## src/rtl/alu_chunked_seq_if.sv

```systemverilog
// Request/response bundle between the datapath and the chunked sequential ALU.
// The master issues operands with start_i; the slave reports busy/done and the flags.
interface alu_chunked_seq_if #(
    parameter int WIDTH = 32
);
    logic             start_i;
    logic [3:0]       ctrl_i;
    logic [WIDTH-1:0] src1_i;
    logic [WIDTH-1:0] src2_i;
    logic             busy_o;
    logic             done_o;
    logic [WIDTH-1:0] result_o;
    logic             zero_o;
    logic             cout_o;
    logic             overflow_o;

    modport master (
        output start_i, ctrl_i, src1_i, src2_i,
        input  busy_o, done_o, result_o, zero_o, cout_o, overflow_o
    );

    modport slave (
        input  start_i, ctrl_i, src1_i, src2_i,
        output busy_o, done_o, result_o, zero_o, cout_o, overflow_o
    );
endinterface

```

## src/rtl/alu_chunked_seq.sv

```systemverilog
// Multi-cycle ALU: CHUNK bits per clock, LSB chunk first, with the ripple carry held
// in a register between chunks. Results and flags load only on the edge entering DONE.
module alu_chunked_seq #(
    parameter int WIDTH = 32,
    parameter int CHUNK = 8
) (
    input logic              clk_i,
    input logic              rst_n,
    alu_chunked_seq_if.slave bus
);
    localparam int N     = WIDTH / CHUNK;
    localparam int IDX_W = (N > 1) ? $clog2(N) : 1;
    localparam logic [IDX_W-1:0] LAST_IDX = IDX_W'(N - 1);

    typedef enum logic [1:0] {
        ST_IDLE = 2'd0,
        ST_BUSY = 2'd1,
        ST_DONE = 2'd2
    } state_t;

    state_t           state_r;
    logic [WIDTH-1:0] a_r;
    logic [WIDTH-1:0] b_r;
    logic [WIDTH-1:0] acc_r;
    logic [3:0]       ctrl_r;
    logic [IDX_W-1:0] idx_r;
    logic             carry_r;
    logic             busy_r;
    logic             done_r;
    logic [WIDTH-1:0] result_r;
    logic             zero_r;
    logic             cout_r;
    logic             ovf_r;

    logic [CHUNK-1:0] a_chunk_s;
    logic [CHUNK-1:0] b_chunk_s;
    logic [CHUNK:0]   sum_ext_s;
    logic [CHUNK-1:0] chunk_res_s;
    logic [WIDTH-1:0] full_s;
    logic [WIDTH-1:0] final_s;
    logic             ovf_s;
    logic             slt_s;
    logic             valid_op_s;
    logic             arith_s;

    // Slice datapath for the current chunk plus the end-of-operation result selection.
    always_comb begin
        a_chunk_s   = a_r[int'(idx_r)*CHUNK +: CHUNK] ^ {CHUNK{ctrl_r[3]}};
        b_chunk_s   = b_r[int'(idx_r)*CHUNK +: CHUNK] ^ {CHUNK{ctrl_r[2]}};
        sum_ext_s   = {1'b0, a_chunk_s} + {1'b0, b_chunk_s} + {{CHUNK{1'b0}}, carry_r};
        chunk_res_s = '0;
        case (ctrl_r[1:0])
            2'b00:   chunk_res_s = a_chunk_s & b_chunk_s;
            2'b01:   chunk_res_s = a_chunk_s | b_chunk_s;
            default: chunk_res_s = sum_ext_s[CHUNK-1:0];
        endcase

        // Overflow and SLT are only meaningful while the MSB chunk is in the slice.
        ovf_s = (a_chunk_s[CHUNK-1] & b_chunk_s[CHUNK-1] & ~sum_ext_s[CHUNK-1]) |
                (~a_chunk_s[CHUNK-1] & ~b_chunk_s[CHUNK-1] & sum_ext_s[CHUNK-1]);
        slt_s = sum_ext_s[CHUNK-1] ^ ovf_s;

        valid_op_s = 1'b0;
        case (ctrl_r)
            4'b0000, 4'b0001, 4'b0010, 4'b0110,
            4'b0111, 4'b1100, 4'b1101: valid_op_s = 1'b1;
            default:                   valid_op_s = 1'b0;
        endcase
        arith_s = valid_op_s & ctrl_r[1];

        full_s = acc_r;
        full_s[(N-1)*CHUNK +: CHUNK] = chunk_res_s;

        if (!valid_op_s) begin
            final_s = '0;
        end else if (ctrl_r[1:0] == 2'b11) begin
            final_s = {{(WIDTH-1){1'b0}}, slt_s};
        end else begin
            final_s = full_s;
        end
    end

    // Control FSM with operand latches, chunk accumulator and registered outputs.
    always_ff @(posedge clk_i or negedge rst_n) begin
        if (!rst_n) begin
            state_r  <= ST_IDLE;
            a_r      <= '0;
            b_r      <= '0;
            acc_r    <= '0;
            ctrl_r   <= 4'b0000;
            idx_r    <= '0;
            carry_r  <= 1'b0;
            busy_r   <= 1'b0;
            done_r   <= 1'b0;
            result_r <= '0;
            zero_r   <= 1'b1;
            cout_r   <= 1'b0;
            ovf_r    <= 1'b0;
        end else begin
            case (state_r)
                ST_IDLE, ST_DONE: begin
                    done_r <= 1'b0;
                    if (bus.start_i) begin
                        a_r     <= bus.src1_i;
                        b_r     <= bus.src2_i;
                        ctrl_r  <= bus.ctrl_i;
                        idx_r   <= '0;
                        carry_r <= bus.ctrl_i[2];
                        busy_r  <= 1'b1;
                        state_r <= ST_BUSY;
                    end else begin
                        busy_r  <= 1'b0;
                        state_r <= ST_IDLE;
                    end
                end
                ST_BUSY: begin
                    acc_r[int'(idx_r)*CHUNK +: CHUNK] <= chunk_res_s;
                    carry_r <= sum_ext_s[CHUNK];
                    idx_r   <= idx_r + 1'b1;
                    if (idx_r == LAST_IDX) begin
                        state_r  <= ST_DONE;
                        busy_r   <= 1'b0;
                        done_r   <= 1'b1;
                        result_r <= final_s;
                        zero_r   <= (final_s == '0);
                        cout_r   <= arith_s & sum_ext_s[CHUNK];
                        ovf_r    <= arith_s & ovf_s;
                    end else begin
                        state_r <= ST_BUSY;
                    end
                end
                default: begin
                    state_r <= ST_IDLE;
                    busy_r  <= 1'b0;
                    done_r  <= 1'b0;
                end
            endcase
        end
    end

    assign bus.busy_o     = busy_r;
    assign bus.done_o     = done_r;
    assign bus.result_o   = result_r;
    assign bus.zero_o     = zero_r;
    assign bus.cout_o     = cout_r;
    assign bus.overflow_o = ovf_r;
endmodule
```

## src/flat_wrapper.sv

```systemverilog
// flat-port wrapper written by rule: the top's interface ports become plain ports
module alu_chunked_seq_flat 
#(
    parameter int WIDTH = 32,
    parameter int CHUNK = 8
)
  (clk_i, rst_n, bus_start_i, bus_ctrl_i, bus_src1_i, bus_src2_i, bus_busy_o, bus_done_o, bus_result_o, bus_zero_o, bus_cout_o, bus_overflow_o);
  alu_chunked_seq_if #(.WIDTH(WIDTH)) bus_i ();
  input logic clk_i;
  input logic rst_n;
  input wire logic [$bits(bus_i.start_i)-1:0] bus_start_i;
  input wire logic [$bits(bus_i.ctrl_i)-1:0] bus_ctrl_i;
  input wire logic [$bits(bus_i.src1_i)-1:0] bus_src1_i;
  input wire logic [$bits(bus_i.src2_i)-1:0] bus_src2_i;
  output wire logic [$bits(bus_i.busy_o)-1:0] bus_busy_o;
  output wire logic [$bits(bus_i.done_o)-1:0] bus_done_o;
  output wire logic [$bits(bus_i.result_o)-1:0] bus_result_o;
  output wire logic [$bits(bus_i.zero_o)-1:0] bus_zero_o;
  output wire logic [$bits(bus_i.cout_o)-1:0] bus_cout_o;
  output wire logic [$bits(bus_i.overflow_o)-1:0] bus_overflow_o;
  assign bus_i.start_i = bus_start_i;
  assign bus_i.ctrl_i = bus_ctrl_i;
  assign bus_i.src1_i = bus_src1_i;
  assign bus_i.src2_i = bus_src2_i;
  assign bus_busy_o = bus_i.busy_o;
  assign bus_done_o = bus_i.done_o;
  assign bus_result_o = bus_i.result_o;
  assign bus_zero_o = bus_i.zero_o;
  assign bus_cout_o = bus_i.cout_o;
  assign bus_overflow_o = bus_i.overflow_o;
  alu_chunked_seq #(.WIDTH(WIDTH), .CHUNK(CHUNK)) u_core (.clk_i(clk_i), .rst_n(rst_n), .bus(bus_i));
endmodule
```

## config.mk

```make
export PLATFORM = sky130hd
export DESIGN_NAME = alu_chunked_seq_flat
export DESIGN_NICKNAME = d
export VERILOG_FILES = /design/src/rtl/alu_chunked_seq_if.sv /design/src/rtl/alu_chunked_seq.sv /design/src/flat_wrapper.sv
export SDC_FILE = /design/constraint.sdc
export NUM_CORES = 1
export LEC_CHECK = 0
export CAP_MARGIN = 10
export CORE_MARGIN = 3
export CORE_UTILIZATION = 45
export DETAILED_ROUTE_END_ITERATION = 8
export PLACE_DENSITY = 0.72
export SETUP_SLACK_MARGIN = 0.15
export SYNTH_ARGS = -nofsm -noshare
export SYNTH_HDL_FRONTEND = slang
export SYNTH_SLANG_ARGS = --single-unit
```

## constraint.sdc

```tcl
create_clock -name clk_i -period 3.6 [get_ports clk_i]
set_input_delay 1.08 -clock clk_i [delete_from_list [all_inputs] [get_ports clk_i]]
set_output_delay 1.08 -clock clk_i [all_outputs]
set_load 0.005 [all_outputs]
```

### After elaboration in Yosys (flattened, before gate mapping)

Cells that the tools add are included.
Widths: inputs -> output; s select.

* bits of input ports: 71
* bits in registers: 142

* $add $sub $neg: 4
* shift operators: 4
* eq/ne operators: 13
* muxes and demuxes: 17
* bitwise operators: 16
* reduce and logical (&&, ||, !) cells: 10

Operators with widths (count)
* $mux 32: 2
* $shiftx 32x6->8: 2
* $neg 5->33: 1
* $shift 8x33->32 const A: 1
* $shiftx 8x33->32: 1
* $bwmux 32: 1
* $logic_not 32->1: 1
* $pmux 8 s2: 1
* $xor 8x8->8: 2
* $add 8x8->9: 1
* $add 9x1->9: 1
* $and 8x8->8: 1
* $eq 4x3->1 const B: 2
* $eq 4x4->1 const B: 2
* $or 8x8->8: 1
* $pmux 2 s2: 2
* $and 1x1->1: 7
* $mux 1: 7
* $reduce_or 7->1: 1
* $eq 2x2->1 const B: 3
* $reduce_and 2->1: 3
* $eq 2x1->1 const B: 2
* $eq 4x1->1 const B: 1
* $eq 4x2->1 const B: 1
* other kinds (12): 17

### Depth between registers and ports, before layout

Gate-level depths: netlist of run 1.

* depth after elaboration: 11
* depth in mapped cells: 15
* mapped depth without buffers: 13

### Least setup slack after synthesis of run 1

Ideal clock, no wire load.

* kind: register to register
* from: reg u_core.idx_r[0]
* to: reg u_core.zero_r, in the netlist u_core.bus.zero_o
* setup time: 0.081 ns
* stages on the path, launching flop included: 14
* setup slack: -0.007 ns
* arrival time: 3.526 ns
* period minus slack after synthesis: 3.607 ns
* cell sequence: dfrtp_1 -> buf_1 -> mux4_2 -> xnor2_1 -> fa_1 -> inv_1 -> fa_1 -> a211oi_1 -> o21bai_1 -> a21o_1 -> xor2_1 -> mux2i_1 -> nand4b_1 -> a32oi_1

* longest elaborated chain between the ends: 11
* elaborated cells between the ends (all ways): 23

RTL lines
* from (decl): line alu_chunked_seq.sv:26 `logic [IDX_W-1:0] idx_r;`
* from (signal assigned): line alu_chunked_seq.sv:119 `idx_r <= idx_r + 1'b1;`
* $shiftx 32x6->8 (on tied branches): line alu_chunked_seq.sv:48, alu_chunked_seq.sv:49
* $xor 8x8->8 (on tied branches): line alu_chunked_seq.sv:48, alu_chunked_seq.sv:49
* $add 8x8->9: line alu_chunked_seq.sv:50 `sum_ext_s = {1'b0, a_chunk_s} + {1'b0, b_chunk_s} + {{CHUNK{1'b0}}, carry_r};`
* $add 9x1->9: line alu_chunked_seq.sv:50
* $not 1->1: line alu_chunked_seq.sv:59 `ovf_s = (a_chunk_s[CHUNK-1] & b_chunk_s[CHUNK-1] & ~sum_ext_s[CHUNK-1]) |`
* $and 1x1->1: line alu_chunked_seq.sv:59
* $or 1x1->1: line alu_chunked_seq.sv:59
* $xor 1x1->1: line alu_chunked_seq.sv:61 `slt_s = sum_ext_s[CHUNK-1] ^ ovf_s;`
* $mux 32: line alu_chunked_seq.sv:76 `end else if (ctrl_r[1:0] == 2'b11) begin`
* $mux 32: line alu_chunked_seq.sv:74 `if (!valid_op_s) begin`
* $logic_not 32->1: line alu_chunked_seq.sv:125 `zero_r <= (final_s == '0);`
* to (signal assigned): line alu_chunked_seq.sv:125
* to (decl): line alu_chunked_seq.sv:31 `logic zero_r;`

Parallel ways exist; a longest one is shown, timed or not.
A chain may end at the register's enable or synchronous reset.

### Worst setup path in the final report of run 1

* from: reg u_core.idx_r[0]
* to: reg u_core.ovf_r, in the netlist u_core.bus.overflow_o

* longest elaborated chain between the ends: 8
* elaborated cells between the ends (all ways): 17

RTL lines
* $shiftx 32x6->8 (on tied branches): line alu_chunked_seq.sv:48, alu_chunked_seq.sv:49
* $xor 8x8->8 (on tied branches): line alu_chunked_seq.sv:48, alu_chunked_seq.sv:49
* $add 8x8->9: line alu_chunked_seq.sv:50
* $add 9x1->9: line alu_chunked_seq.sv:50
* $not 1->1: line alu_chunked_seq.sv:59
* $and 1x1->1: line alu_chunked_seq.sv:59
* $or 1x1->1: line alu_chunked_seq.sv:59
* $and 1x1->1: line alu_chunked_seq.sv:127 `ovf_r <= arith_s & ovf_s;`
* to (signal assigned): line alu_chunked_seq.sv:127
* to (decl): line alu_chunked_seq.sv:33 `logic ovf_r;`

Parallel ways exist; a longest one is shown, timed or not.

==> results of run 1 <==
==> Yosys cell counts, types with 4 or more instances <==
cell	n	share of area, %
buf_2	4	0.31
buf_1	6	0.35
clkbuf_1	17	0.99
mux4_2	16	5.6
ha_1	21	4.1
xor2_1	15	2.0
a22o_1	7	0.95
nor4_1	5	0.49
a211oi_1	5	0.58
inv_1	21	1.2
dfrtp_1	133	52
a21o_1	7	0.82
a21oi_1	9	0.70
mux2_2	67	12
nor3_1	6	0.47
xnor2_1	4	0.54
nand2_1	92	5.4
o31ai_1	6	0.70
nor2_1	15	0.87
o21ai_0	56	4.3
nor2b_1	10	0.97
==> what timing repair did <==
item | CTS | global route
gates resized for setup | 0 | 16
endpoints found under the hold margin | 0 | 0
buffers inserted | 0 | 4
endpoints found under the setup margin | 0 | 8
==> critical path: stages (launching register included) <==
cell and delay (ps):
dfrtp_1 390, buf_12 150, mux4_2 520, xor2_2 190, ha_1 350, nor2b_1 150, o31a_1 280, o41a_1 380
a21o_1 250, xnor2_2 150, mux2i_1 230, o31ai_2 80
==> sequential cells by signal, summed over array words and instances, names as in the netlist <==
register / cells
u_core.a_r: 32
u_core.b_r: 32
u_core.bus.result_o: 32
u_core.acc_r: 24
u_core.ctrl_r: 4
u_core.idx_r: 2
u_core.state_r: 2
u_core.bus.busy_o: 1
u_core.bus.cout_o: 1
u_core.bus.done_o: 1
u_core.bus.overflow_o: 1
u_core.bus.zero_o: 1
u_core.carry_r: 1
==> worst min path at each step <==
stage	to	startpoint
after floorplan	u_core.bus.zero_o$_DFFE_PN1P_	u_core.bus.zero_o$_DFFE_PN1P_
after global placement	u_core.bus.result_o[11]$_DFFE_PN0P_	u_core.bus.result_o[11]$_DFFE_PN0P_
after detailed placement	u_core.bus.result_o[22]$_DFFE_PN0P_	u_core.bus.result_o[22]$_DFFE_PN0P_
after CTS	u_core.bus.result_o[12]$_DFFE_PN0P_	u_core.bus.result_o[12]$_DFFE_PN0P_
after global routing	u_core.bus.result_o[19]$_DFFE_PN0P_	u_core.bus.result_o[19]$_DFFE_PN0P_
final	u_core.bus.result_o[14]$_DFFE_PN0P_	u_core.bus.result_o[14]$_DFFE_PN0P_
==> routing by layer <==
layer | track usage, % | wire, µm
met5 | 0 | 0
met2 | 32.66 | 7456
met3 | 4.453 | 639
met4 | 7.398 | 310
met1 | 24.80 | 6404
==> cell type report <==
| class | count | area share (%) |
|---|---|---|
| Timing Repair Buffer | 128 | 14.96 |
| Inverter | 22 | 0.9682 |
| Multi-Input combinational cell | 378 | 35.15 |
| Tap cell | 180 | 2.640 |
| Sequential cell | 134 | 39.33 |
| Clock buffer | 21 | 5.516 |
| Clock inverter | 11 | 1.438 |
==> kinds of logic (layout without fill, tap and decap cells) <==
| kind of cell | after synthesis | count (layout) |
|---|---|---|
| DFF | 134 | 134 |
| adders and majority gates | 23 | 23 |
| and+or+nand+nor | 148 | 148 |
| buffers and inverters | 49 | 182 |
| muxes | 86 | 86 |
| xor gates and xnor gates | 20 | 20 |
| AOI/OAI and AO/OA | 101 | 101 |
==> metrics by stage <==
step                hold WS [ps]  cell area (µm²)  util (%)
finish                     477.5             8529     61.21
global route               502.0             8529     61.21
CTS                        487.1             8398     60.27
detailed placement         474.2             7805     56.01
global placement           462.3             7805     56.01
floorplan                  449.8             6451         -
==> results.sh, run 1 <==
export IMPL_status="finished, final reports clean"
export IMPL_avgSynthCellArea_um2=11.49
export IMPL_area_delta_synth_final_pct=32.34
export IMPL_endpoint="u_core.bus.overflow_o$_DFFE_PN0P_"
export IMPL_finalWeightedCongestion=0.8524
export IMPL_initial_core_util_pct=46.25
export IMPL_cp_start_kind="flip-flop"
export IMPL_synth_warning_count=0
export IMPL_dp_hpwl_um=10770
export IMPL_r2r_start="u_core.idx_r[0]$_DFFE_PN0P_"
export IMPL_reg2reg_to="u_core.bus.overflow_o$_DFFE_PN0P_"
export IMPL_final_nets=775
export IMPL_period_share_pct=90.47
export IMPL_final_cell_mix="dfrtp_1, clkdlybuf4s50_1, nand2_1"
export IMPL_rsz0062_at_grt="no"
export IMPL_io_pins=108
export IMPL_max_cap_violations=0
export IMPL_min_path_cells=2
export IMPL_clockBufferDepth=2
export IMPL_arrival_ps=3540
export IMPL_vias=4609
export IMPL_multiInputGateArea_mm2=0.002998
export IMPL_cts_buffers=17
export IMPL_yosys_area_share_simple_pct=10.19
export IMPL_dr_pass1_iters=4
export IMPL_setup_violations=0
export IMPL_port_buffers=107
export IMPL_fmax_mhz=307.0
export IMPL_antenna_found_initial=0
export IMPL_hold_buffers=0
export IMPL_cp_required_ps=3890
export IMPL_cts_num_sinks=134
export IMPL_antenna_cells=0
export IMPL_cp_end_kind="flip-flop"
export IMPL_synth_top_family_by_area="multiplexers"
export IMPL_grt_pass1_vias=4837
export IMPL_seq_area_mm2=0.003354
export IMPL_grt_max_degree=74
export IMPL_clk_latency_ps=410
export IMPL_syn_area_mm2=0.006445
export IMPL_syn_inst=561
export IMPL_drc_errors=0
export IMPL_synth_fp_nets=655
export IMPL_maxSlewViolCount=0
export IMPL_cts_htree_levels=4
export IMPL_ys_seq_area_share_pct=52.05
export IMPL_clkTransAtPathRegs_ps=60
export IMPL_place_ws_ps=204.0
export IMPL_ys_flop_type="dfrtp_1"
export IMPL_muxShareOfSynthArea_pct=17.76
export IMPL_synth_seq_cells=134
export IMPL_crit_fanout=7
export IMPL_synth_fa_ha_area_share_pct=4.698
export IMPL_worst_slew_pin_slew_ps=830.4
export IMPL_wl_per_cell_um=16.95
export IMPL_cts_tree="yes"
export IMPL_critPathLaunch="u_core.idx_r[0]$_DFFE_PN0P_"
export IMPL_period_needed_ps=3257
export IMPL_fillers=1104
export IMPL_dr_first_iter_drc_count=215
export IMPL_dp_cells=838
export IMPL_track_usage_pct=19.48
export IMPL_drtAntennaViolNets=0
export IMPL_root_buffer="clkbuf_16"
export IMPL_hold_violations=0
export IMPL_drive_gt1_share_pct=22.62
export IMPL_ys_async_sr_fraction_pct=100.0
export IMPL_synth_edf_count=0
export IMPL_die_x_um=125.7
export IMPL_die_height_um=125.7
export IMPL_hold_path_class="flip-flop to flip-flop"
export IMPL_dieArea_mm2=0.01579
export IMPL_worstSetupPathType="flip-flop to flip-flop"
export IMPL_design_core_area_mm2=0.01393
export IMPL_ff2ff_setup_slack_ps=340
export IMPL_grt_pass1_wl_um=24350
export IMPL_tns_ps=0
export IMPL_skew_ps=9.144
export IMPL_viasPerCell=5.273
export IMPL_wl_um=14810
export IMPL_rr_worst_depth=11
export IMPL_slew_limit_headroom_pct=44.64
export IMPL_fin_cells=874
export IMPL_setup_ws_ps=343.2
export IMPL_grt_overflow_total=0
export IMPL_synth_compound_area_share_pct=9.532
export IMPL_row_count=43
export IMPL_final_common_cell="dfrtp_1"
export IMPL_synth_distinct_cells=46
export IMPL_synth_xor_area_share_pct=2.834
Power of run 1 is not shown: default switching activity piles up to over one toggle a cycle in this logic, so the estimate is an artifact.
==> inputs of run 2 (changes only) <==
--- a/config.mk
+++ b/config.mk
@@ -5,12 +5,12 @@
 export SDC_FILE = /design/constraint.sdc
 export NUM_CORES = 1
 export LEC_CHECK = 0
-export CAP_MARGIN = 10
 export CORE_MARGIN = 3
 export CORE_UTILIZATION = 45
 export DETAILED_ROUTE_END_ITERATION = 8
 export PLACE_DENSITY = 0.72
 export SETUP_SLACK_MARGIN = 0.15
+export SLEW_MARGIN = 10
 export SYNTH_ARGS = -nofsm -noshare
 export SYNTH_HDL_FRONTEND = slang
 export SYNTH_SLANG_ARGS = --single-unit
==> results of run 2 <==
The final DEF is identical to that of run 1; final timing and power are the same.
Power of run 2 is left out for the same reason.
